### src/rtl/axis_frame_transmitter.sv
// AXI-Stream frame transmitter: splits a frame of pixel groups into fixed-length
// packets, rotates TDEST per packet, tags TID with a wrapping frame number and
// presents beats through a 2-entry skid buffer with registered m_* outputs.
module axis_frame_transmitter #(
    parameter int unsigned IP_AMT       = 2,
    parameter int unsigned IP_DATA_W    = 256,
    parameter int unsigned AXIS_TID_W   = 2,
    parameter int unsigned AXIS_TDEST_W = (IP_AMT > 1) ? $clog2(IP_AMT) : 1,
    parameter int unsigned AXIS_TDATA_W = IP_DATA_W,
    parameter int unsigned AXIS_TKEEP_W = AXIS_TDATA_W / 8,
    parameter int unsigned AXIS_TSTRB_W = AXIS_TDATA_W / 8,
    parameter int unsigned PKT_BEATS    = 16,
    parameter int unsigned FRAME_PKTS   = 8
) (
    input  logic                    clk,
    input  logic                    rst,
    input  logic                    start_i,
    input  logic [IP_DATA_W-1:0]    pgroup_i,
    input  logic                    pgroup_valid_i,
    output logic                    pgroup_ready_o,
    output logic [AXIS_TID_W-1:0]   m_tid_o,
    output logic [AXIS_TDEST_W-1:0] m_tdest_o,
    output logic [AXIS_TDATA_W-1:0] m_tdata_o,
    output logic [AXIS_TKEEP_W-1:0] m_tkeep_o,
    output logic [AXIS_TSTRB_W-1:0] m_tstrb_o,
    output logic                    m_tlast_o,
    output logic                    m_tvalid_o,
    input  logic                    m_tready_i,
    output logic                    busy_o,
    output logic                    frame_done_o
);

    localparam int unsigned BEAT_W = (PKT_BEATS > 1) ? $clog2(PKT_BEATS) : 1;
    localparam int unsigned PKT_W  = (FRAME_PKTS > 1) ? $clog2(FRAME_PKTS) : 1;

    localparam logic [1:0] IDLE   = 2'd0;
    localparam logic [1:0] STREAM = 2'd1;
    localparam logic [1:0] DRAIN  = 2'd2;

    logic [1:0]              state;
    logic [1:0]              state_nxt;
    logic [BEAT_W-1:0]       beat_cnt;
    logic [PKT_W-1:0]        pkt_cnt;
    logic [AXIS_TDEST_W-1:0] tdest_cnt;
    logic [AXIS_TID_W-1:0]   tid_cnt;

    logic                    skid_valid;
    logic [AXIS_TDATA_W-1:0] skid_tdata;
    logic [AXIS_TDEST_W-1:0] skid_tdest;
    logic [AXIS_TID_W-1:0]   skid_tid;
    logic                    skid_tlast;

    logic push;
    logic pop;
    logic beat_last;
    logic pkt_last;
    logic frame_last_beat;
    logic drain_done;

    // Skid buffer is full exactly when its second entry is occupied.
    assign pgroup_ready_o  = (state == STREAM) && !skid_valid;
    assign push            = pgroup_valid_i && pgroup_ready_o;
    assign pop             = m_tvalid_o && m_tready_i;
    assign beat_last       = (beat_cnt == BEAT_W'(PKT_BEATS - 1));
    assign pkt_last        = (pkt_cnt == PKT_W'(FRAME_PKTS - 1));
    assign frame_last_beat = push && beat_last && pkt_last;
    // Nothing is pushed in DRAIN, so the final beat leaves when the skid entry is empty.
    assign drain_done      = (state == DRAIN) && pop && !skid_valid;
    assign frame_done_o    = drain_done;
    assign busy_o          = (state != IDLE);
    assign m_tkeep_o       = '1;
    assign m_tstrb_o       = '1;

    // State register.
    always_ff @(posedge clk) begin
        if (rst) state <= IDLE;
        else     state <= state_nxt;
    end

    // Next-state logic.
    always_comb begin
        state_nxt = state;
        case (state)
            IDLE:    if (start_i)         state_nxt = STREAM;
            STREAM:  if (frame_last_beat) state_nxt = DRAIN;
            DRAIN:   if (drain_done)      state_nxt = IDLE;
            default:                      state_nxt = IDLE;
        endcase
    end

    // Beat / packet / TDEST / TID counters.
    always_ff @(posedge clk) begin
        if (rst) begin
            beat_cnt  <= '0;
            pkt_cnt   <= '0;
            tdest_cnt <= '0;
            tid_cnt   <= '0;
        end else begin
            if ((state == IDLE) && start_i) begin
                beat_cnt  <= '0;
                pkt_cnt   <= '0;
                tdest_cnt <= '0;
            end else if (push) begin
                if (beat_last) begin
                    beat_cnt  <= '0;
                    pkt_cnt   <= pkt_last ? '0 : pkt_cnt + PKT_W'(1);
                    tdest_cnt <= (tdest_cnt == AXIS_TDEST_W'(IP_AMT - 1)) ? '0
                                 : tdest_cnt + AXIS_TDEST_W'(1);
                end else begin
                    beat_cnt <= beat_cnt + BEAT_W'(1);
                end
            end
            if (drain_done) tid_cnt <= tid_cnt + AXIS_TID_W'(1);
        end
    end

    // Output register plus skid entry; skid only fills when the output is stalled.
    always_ff @(posedge clk) begin
        if (rst) begin
            m_tvalid_o <= 1'b0;
            m_tdata_o  <= '0;
            m_tdest_o  <= '0;
            m_tid_o    <= '0;
            m_tlast_o  <= 1'b0;
            skid_valid <= 1'b0;
            skid_tdata <= '0;
            skid_tdest <= '0;
            skid_tid   <= '0;
            skid_tlast <= 1'b0;
        end else if (pop || !m_tvalid_o) begin
            if (skid_valid) begin
                m_tvalid_o <= 1'b1;
                m_tdata_o  <= skid_tdata;
                m_tdest_o  <= skid_tdest;
                m_tid_o    <= skid_tid;
                m_tlast_o  <= skid_tlast;
                skid_valid <= push;
                if (push) begin
                    skid_tdata <= AXIS_TDATA_W'(pgroup_i);
                    skid_tdest <= tdest_cnt;
                    skid_tid   <= tid_cnt;
                    skid_tlast <= beat_last;
                end
            end else begin
                m_tvalid_o <= push;
                if (push) begin
                    m_tdata_o <= AXIS_TDATA_W'(pgroup_i);
                    m_tdest_o <= tdest_cnt;
                    m_tid_o   <= tid_cnt;
                    m_tlast_o <= beat_last;
                end
            end
        end else if (push) begin
            skid_valid <= 1'b1;
            skid_tdata <= AXIS_TDATA_W'(pgroup_i);
            skid_tdest <= tdest_cnt;
            skid_tid   <= tid_cnt;
            skid_tlast <= beat_last;
        end
    end

endmodule
### config.mk
export PLATFORM = sky130hd
export DESIGN_NAME = axis_frame_transmitter
export DESIGN_NICKNAME = d
export VERILOG_FILES = /design/src/rtl/axis_frame_transmitter.sv
export SDC_FILE = /design/constraint.sdc
export NUM_CORES = 1
export LEC_CHECK = 0
export CAP_MARGIN = 20
export CORE_AREA = 2 2 227 229
export DETAILED_ROUTE_END_ITERATION = 8
export DIE_AREA = 0 0 229 231
export PLACE_DENSITY = 0.86
export SLEW_MARGIN = 20
export SYNTH_ARGS = -nofsm -noshare
export SYNTH_HDL_FRONTEND = slang
export SYNTH_SLANG_ARGS = --single-unit
### constraint.sdc
create_clock -name clk -period 1.95 [get_ports clk]
set_input_delay 0.585 -clock clk [delete_from_list [all_inputs] [get_ports clk]]
set_output_delay 0.585 -clock clk [all_outputs]
set_load 0.01 [all_outputs]
## Yosys cells after proc, flatten, opt, wreduce, memory -nomap -nowiden

Index checks and enable logic that the tools add are counted.

- Memories: 0
- Latch bits: 0
- RAM bits: 0
- Flip-flop bits (word level): 534
- Memory bits (read-only): 0
- Output and inout port bits: 328
- Input bits: 261
- Logic and storage cells: 77

- Equal/unequal tests: 8
- Shifts and indexed selects: 0
- Bitwise logic cells: 0
- $lt $le $gt $ge: 0
- $add $sub $neg: 4
- $mul: 0
- Reductions and logical operators: 19
- Div/mod/pow operators: 0
- Mux-type cells: 31

Operators by type and width:

| operator | number |
|---|---|
| $mux W256 | 5 |
| $mux W2 | 8 |
| $mux W1 | 15 |
| $logic_and A1 B1 Y1 | 8 |
| $ne A2 B2 Y1 const B | 4 |
| $pmux W2 S3 | 1 |
| $reduce_bool A2 Y1 | 3 |
| $add A4 B1 Y4 const B | 1 |
| $eq A4 B4 Y1 const B | 1 |
| $mux W4 | 1 |
| $reduce_and A2 Y1 | 2 |
| $add A3 B1 Y3 const B | 1 |
| $eq A3 B3 Y1 const B | 1 |
| $mux W3 | 1 |
| $reduce_and A3 Y1 | 1 |
| $add A2 B1 Y2 const B | 1 |
| $eq A2 B1 Y1 const B | 1 |
| $eq A2 B2 Y1 const B | 1 |
| $logic_not A1 Y1 | 2 |
| $logic_not A2 Y1 | 1 |
| $reduce_or A2 Y1 | 1 |
| $add A1 B1 Y1 const B | 1 |
| $logic_or A1 B1 Y1 | 1 |

## Depth between registers and ports, before layout

- Depth in word-level cells: 7
- Gate-level depth with buffers: 7
- Gate-level depth less buffers: 4

## Least setup slack after synthesis

OpenSTA, ideal clock, no wires.

- Path kind: in2reg
- Start: in rst
- End: reg skid_tdata[248]
- Cell stages on the path: 5
- Library setup time: 0.132 ns
- Arrival: 1.598 ns
- Path buffers: 4
- Required time: 1.818 ns
- Slack: 0.220 ns
- Cell sequence: clkbuf_1 clkbuf_1 clkbuf_1 buf_1 a21oi_1

RTL lines:

| item | line | text |
|---|---|---|
| start, declared | 16 | `input logic rst,` |
| end signal, assigned | 139 | `skid_tdata <= AXIS_TDATA_W'(pgroup_i);` |
| end signal, assigned | 155 | `skid_tdata <= AXIS_TDATA_W'(pgroup_i);` |
| end, declared | 48 | `logic [AXIS_TDATA_W-1:0] skid_tdata;` |

No word-level cell between the ends.

## Worst setup path in the final report

- Start: reg skid_valid
- End: out frame_done_o

- Cells in the longest elaborated chain, start to end: 2

RTL lines:

| item | line | text |
|---|---|---|
| start, declared | 47 | `logic skid_valid;` |
| start signal, assigned | 137 | `skid_valid <= push;` |
| $logic_not A1 Y1 | 68 | `assign drain_done = (state == DRAIN) && pop && !skid_valid;` |
| $logic_and A1 B1 Y1 | 68 |  |
| end, declared | 30 | `output logic frame_done_o` |

Every way passes these cells.

==> flow_metrics.tcl <==
set metrics [dict create \
    cp_slowest_cell "dfxtp_4" \
    yosysUniqueCellTypes 41 \
    p_total_w 0.02640 \
    synthMuxAreaShare_pct 11.40 \
    start_util_pct 50.46 \
    post-place-ws_ps -683.8 \
    final_layout_size_suffix_gt1_share_pct 22.17 \
    cts_tree "built" \
    static-leakage-power_nw 12.50 \
    hold_depth 2 \
    hp-class "in2reg" \
    synth_seq_cells 534 \
    cts-root-buf "clkbuf_16" \
    synth_compound_area_share_pct 28.99 \
    wire_per_inst_um 20.31 \
    yosys-top-cells-count "dfxtp_1, a211oi_1, a21oi_1" \
    dieWidth_um 229 \
    synth_most_common_cell "dfxtp_1" \
    drt_iter0_markers 2232 \
    critPathLaunchType "flop" \
    fp.dieH_um 231 \
    grt_pass1_wl_um 126500 \
    synth_top_family_by_area "compound AO/OA/AOI/OAI gates" \
    dieArea_um2 52900 \
    clk_latency_ps 590 \
    hold_end "skid_tdata[193]$_SDFFE_PP0P_" \
    vias_per_cell 5.998 \
    required_ps 1360 \
    postRouteWirelength_um 81430 \
    synthAdderAreaFrac_pct 0.1468 \
    nets 3546 \
    grt_max_degree 74 \
    rows 83 \
    cts_buffer_depth 3 \
    fmax_mhz 488.7 \
    grt.total_usage_pct 29.00 \
    ys_seq_area_share_pct 41.80 \
    r2r-start "skid_valid$_SDFFE_PP0P_" \
    numCtsBuffers 54 \
    crit_family "simple AND/OR/NAND/NOR gates" \
    synth_edf_count 0 \
    synthTopCellsByArea "dfxtp_1, mux2_2, a211oi_1, a211oi_2, a21oi_1" \
    io_buffers 524 \
    postRouteAntennaNets 0 \
    async_flop_share_pct 0 \
    worstHoldStart "rst" \
    yosysTopAreaCell "dfxtp_1" \
    cts.htree.levels 2 \
    synth_cells 2807 \
    cts.sink_count 534 \
    place_hpwl_um 52800 \
    vdd_ir_drop_max_uv 771.3 \
    cp_cell_sequence "nand3b_1 > nor2_2 > buf_2" \
    worst_setup_path_end_kind "primary output" \
    vias 24040 \
    crit_fanout 4 \
    synth_xor_area_share_pct 0 \
    cp.arrival_ps 1460 \
    setup_violations 4 \
    drc_errors 0 \
    status "finished, violations left" \
    io_pins 589 \
    firstDrtPassIters 5 \
    rrSetupSlack_ps 0 \
    yosysTopAreaCellShare_pct 41.80 \
    drv_cap 0 \
    power_density_nw_per_um2 777.7 \
    grt_overflow 0 \
    finalHoldViolCount 0 \
    cpPeakStageDelay_ps 350 \
    maxSlewViolCount 0 \
    fin_ws_ps -96.20 \
    r2r_cells 6 \
    fin_worst_skew_ps 13.03 \
    violations "negative setup slack" \
    rsz0062_at_grt "yes" \
    final_area_um2 33940 \
    routabilityCongestion 0.8729 \
    synth_area_um2 25570 \
    crit_buf_inv 1 \
    placed_cell_area_um2 32200 \
    critPathKind "reg2out" \
    synthSimpleGateAreaFrac_pct 5.940 \
    ys_warn_count 0 \
    ys.flop_type "dfxtp_1" \
    finalCritPeriodShare_pct 104.9 \
    core_um2 50680 \
    grt_pass1_vias 23120 \
    final_util_pct 66.97 \
    cts.reportedPaths.clkPinSlew_ps 70 \
    avgSynthCellArea_um2 9.111 \
    fin_crit_ps 2046 \
    antenna_found_initial 7 \
    area_growth_syn_to_layout_pct 32.72 \
    r2r_end "skid_tdata[134]$_SDFFE_PP0P_" \
    fill_cells 3733 \
]
[cells in the final DEF (no fill, tap or decap), types with 2 or more instances in the layout]
cell	netlist	routed
dfxtp_1	534	531
ha_1	3	3
clkbuf_1	154	11
dlygate4sd2_1	0	261
diode_2	0	4
buf_16	0	2
conb_1	1	64
buf_6	9	4
clkdlybuf4s50_1	0	258
nand2b_1	2	2
a211oi_1	369	366
dfxtp_4	0	2
clkbuf_8	0	14
inv_1	264	263
nand2_1	6	6
mux2_2	259	259
o21ai_0	226	202
clkinv_2	0	8
bufinv_16	0	6
o21ai_1	40	64
or3_1	4	4
a211oi_2	150	153
clkbuf_16	0	59
buf_12	0	52
buf_4	83	161
a21oi_1	272	272
nand3_1	265	265
or4_1	2	2
[routing by layer]
layer	GRT usage, %	up-vias	share of wire (%)
li1	-	10960	-
met1	37.02	11580	40
met2	47.77	1252	47
met3	5.669	254	7.9
met4	12.54	8	4.5
met5	0	-	0.064
[worst max path at each step]
stage | endpoint | slack [ps] | depth (start not counted) | from
6_report | frame_done_o | -100 | 3 | skid_valid$_SDFFE_PP0P_
5_1_grt | frame_done_o | -160 | 3 | skid_valid$_SDFFE_PP0P_
4_1_cts | frame_done_o | -210 | 3 | skid_valid$_SDFFE_PP0P_
3_5_place_dp | frame_done_o | -680 | 4 | m_tready_i
3_3_place_gp | frame_done_o | -690 | 4 | m_tready_i
2_1_floorplan | skid_tdata[248]$_SDFFE_PP0P_ | 220 | 5 | rst
[state kept, by name, summed over array words and instances, names as in the netlist, 2 cells and up]
register and count:
beat_cnt 4, m_tdata_o 256, state 2, tid_cnt 2, pkt_cnt 3, skid_tid 2
m_tid_o 2, skid_tdata 256
[kinds of logic after synthesis]
group | after synthesis
muxes | 259
adders and majority gates | 3
AOI/OAI and AO/OA | 1065
and+or+nand+nor | 294
other | 1
buffers and inverters | 651
DFF | 534
[what timing repair did]
| item | 4_1_cts | 5_1_grt |
|---|---|---|
| resized for setup | 287 | 33 |
| hold buffers | 0 | 0 |
| pin swaps | 3 | 3 |
| gates cloned | 0 | 1 |
| setup buffers | 3 | 3 |
| setup endpoints to repair | 264 | 16 |
[stage by stage]
step / hold WS (ps) / cells / setup TNS, ps
2_1_floorplan: 445.3 / 2870 / 0
3_3_place_gp: 440.9 / 3899 / -207040
3_5_place_dp: 442.9 / 3899 / -209840
4_1_cts: 365.7 / 4001 / -214.9
5_1_grt: 399.6 / 4008 / -670.4
6_report: 409.3 / 4009 / -182.6
[power by group]
part / total (W) / switching [W] / leakage, nW / internal (W)
clock network: 0.0112 / 0.00445 / 0.949 / 0.00672
registers: 0.0115 / 0.000235 / 4.34 / 0.0113
logic: 0.00369 / 0.00194 / 7.21 / 0.00175
[area by class of cell]
type                    instances  area (um2)  share of cell area (%)
multi-input cells            1685       12180                   35.89
clock buffers                  83        1685                   4.966
diodes                          4       10.01                 0.02949
inverters                     265        1002                   2.953
flip-flops and latches        534       10700                   31.52
repair buffers                742        7274                   21.43
well taps                     680       850.8                   2.507
clock inverters                16       236.5                  0.6967
(Power assumes the default switching activity.)
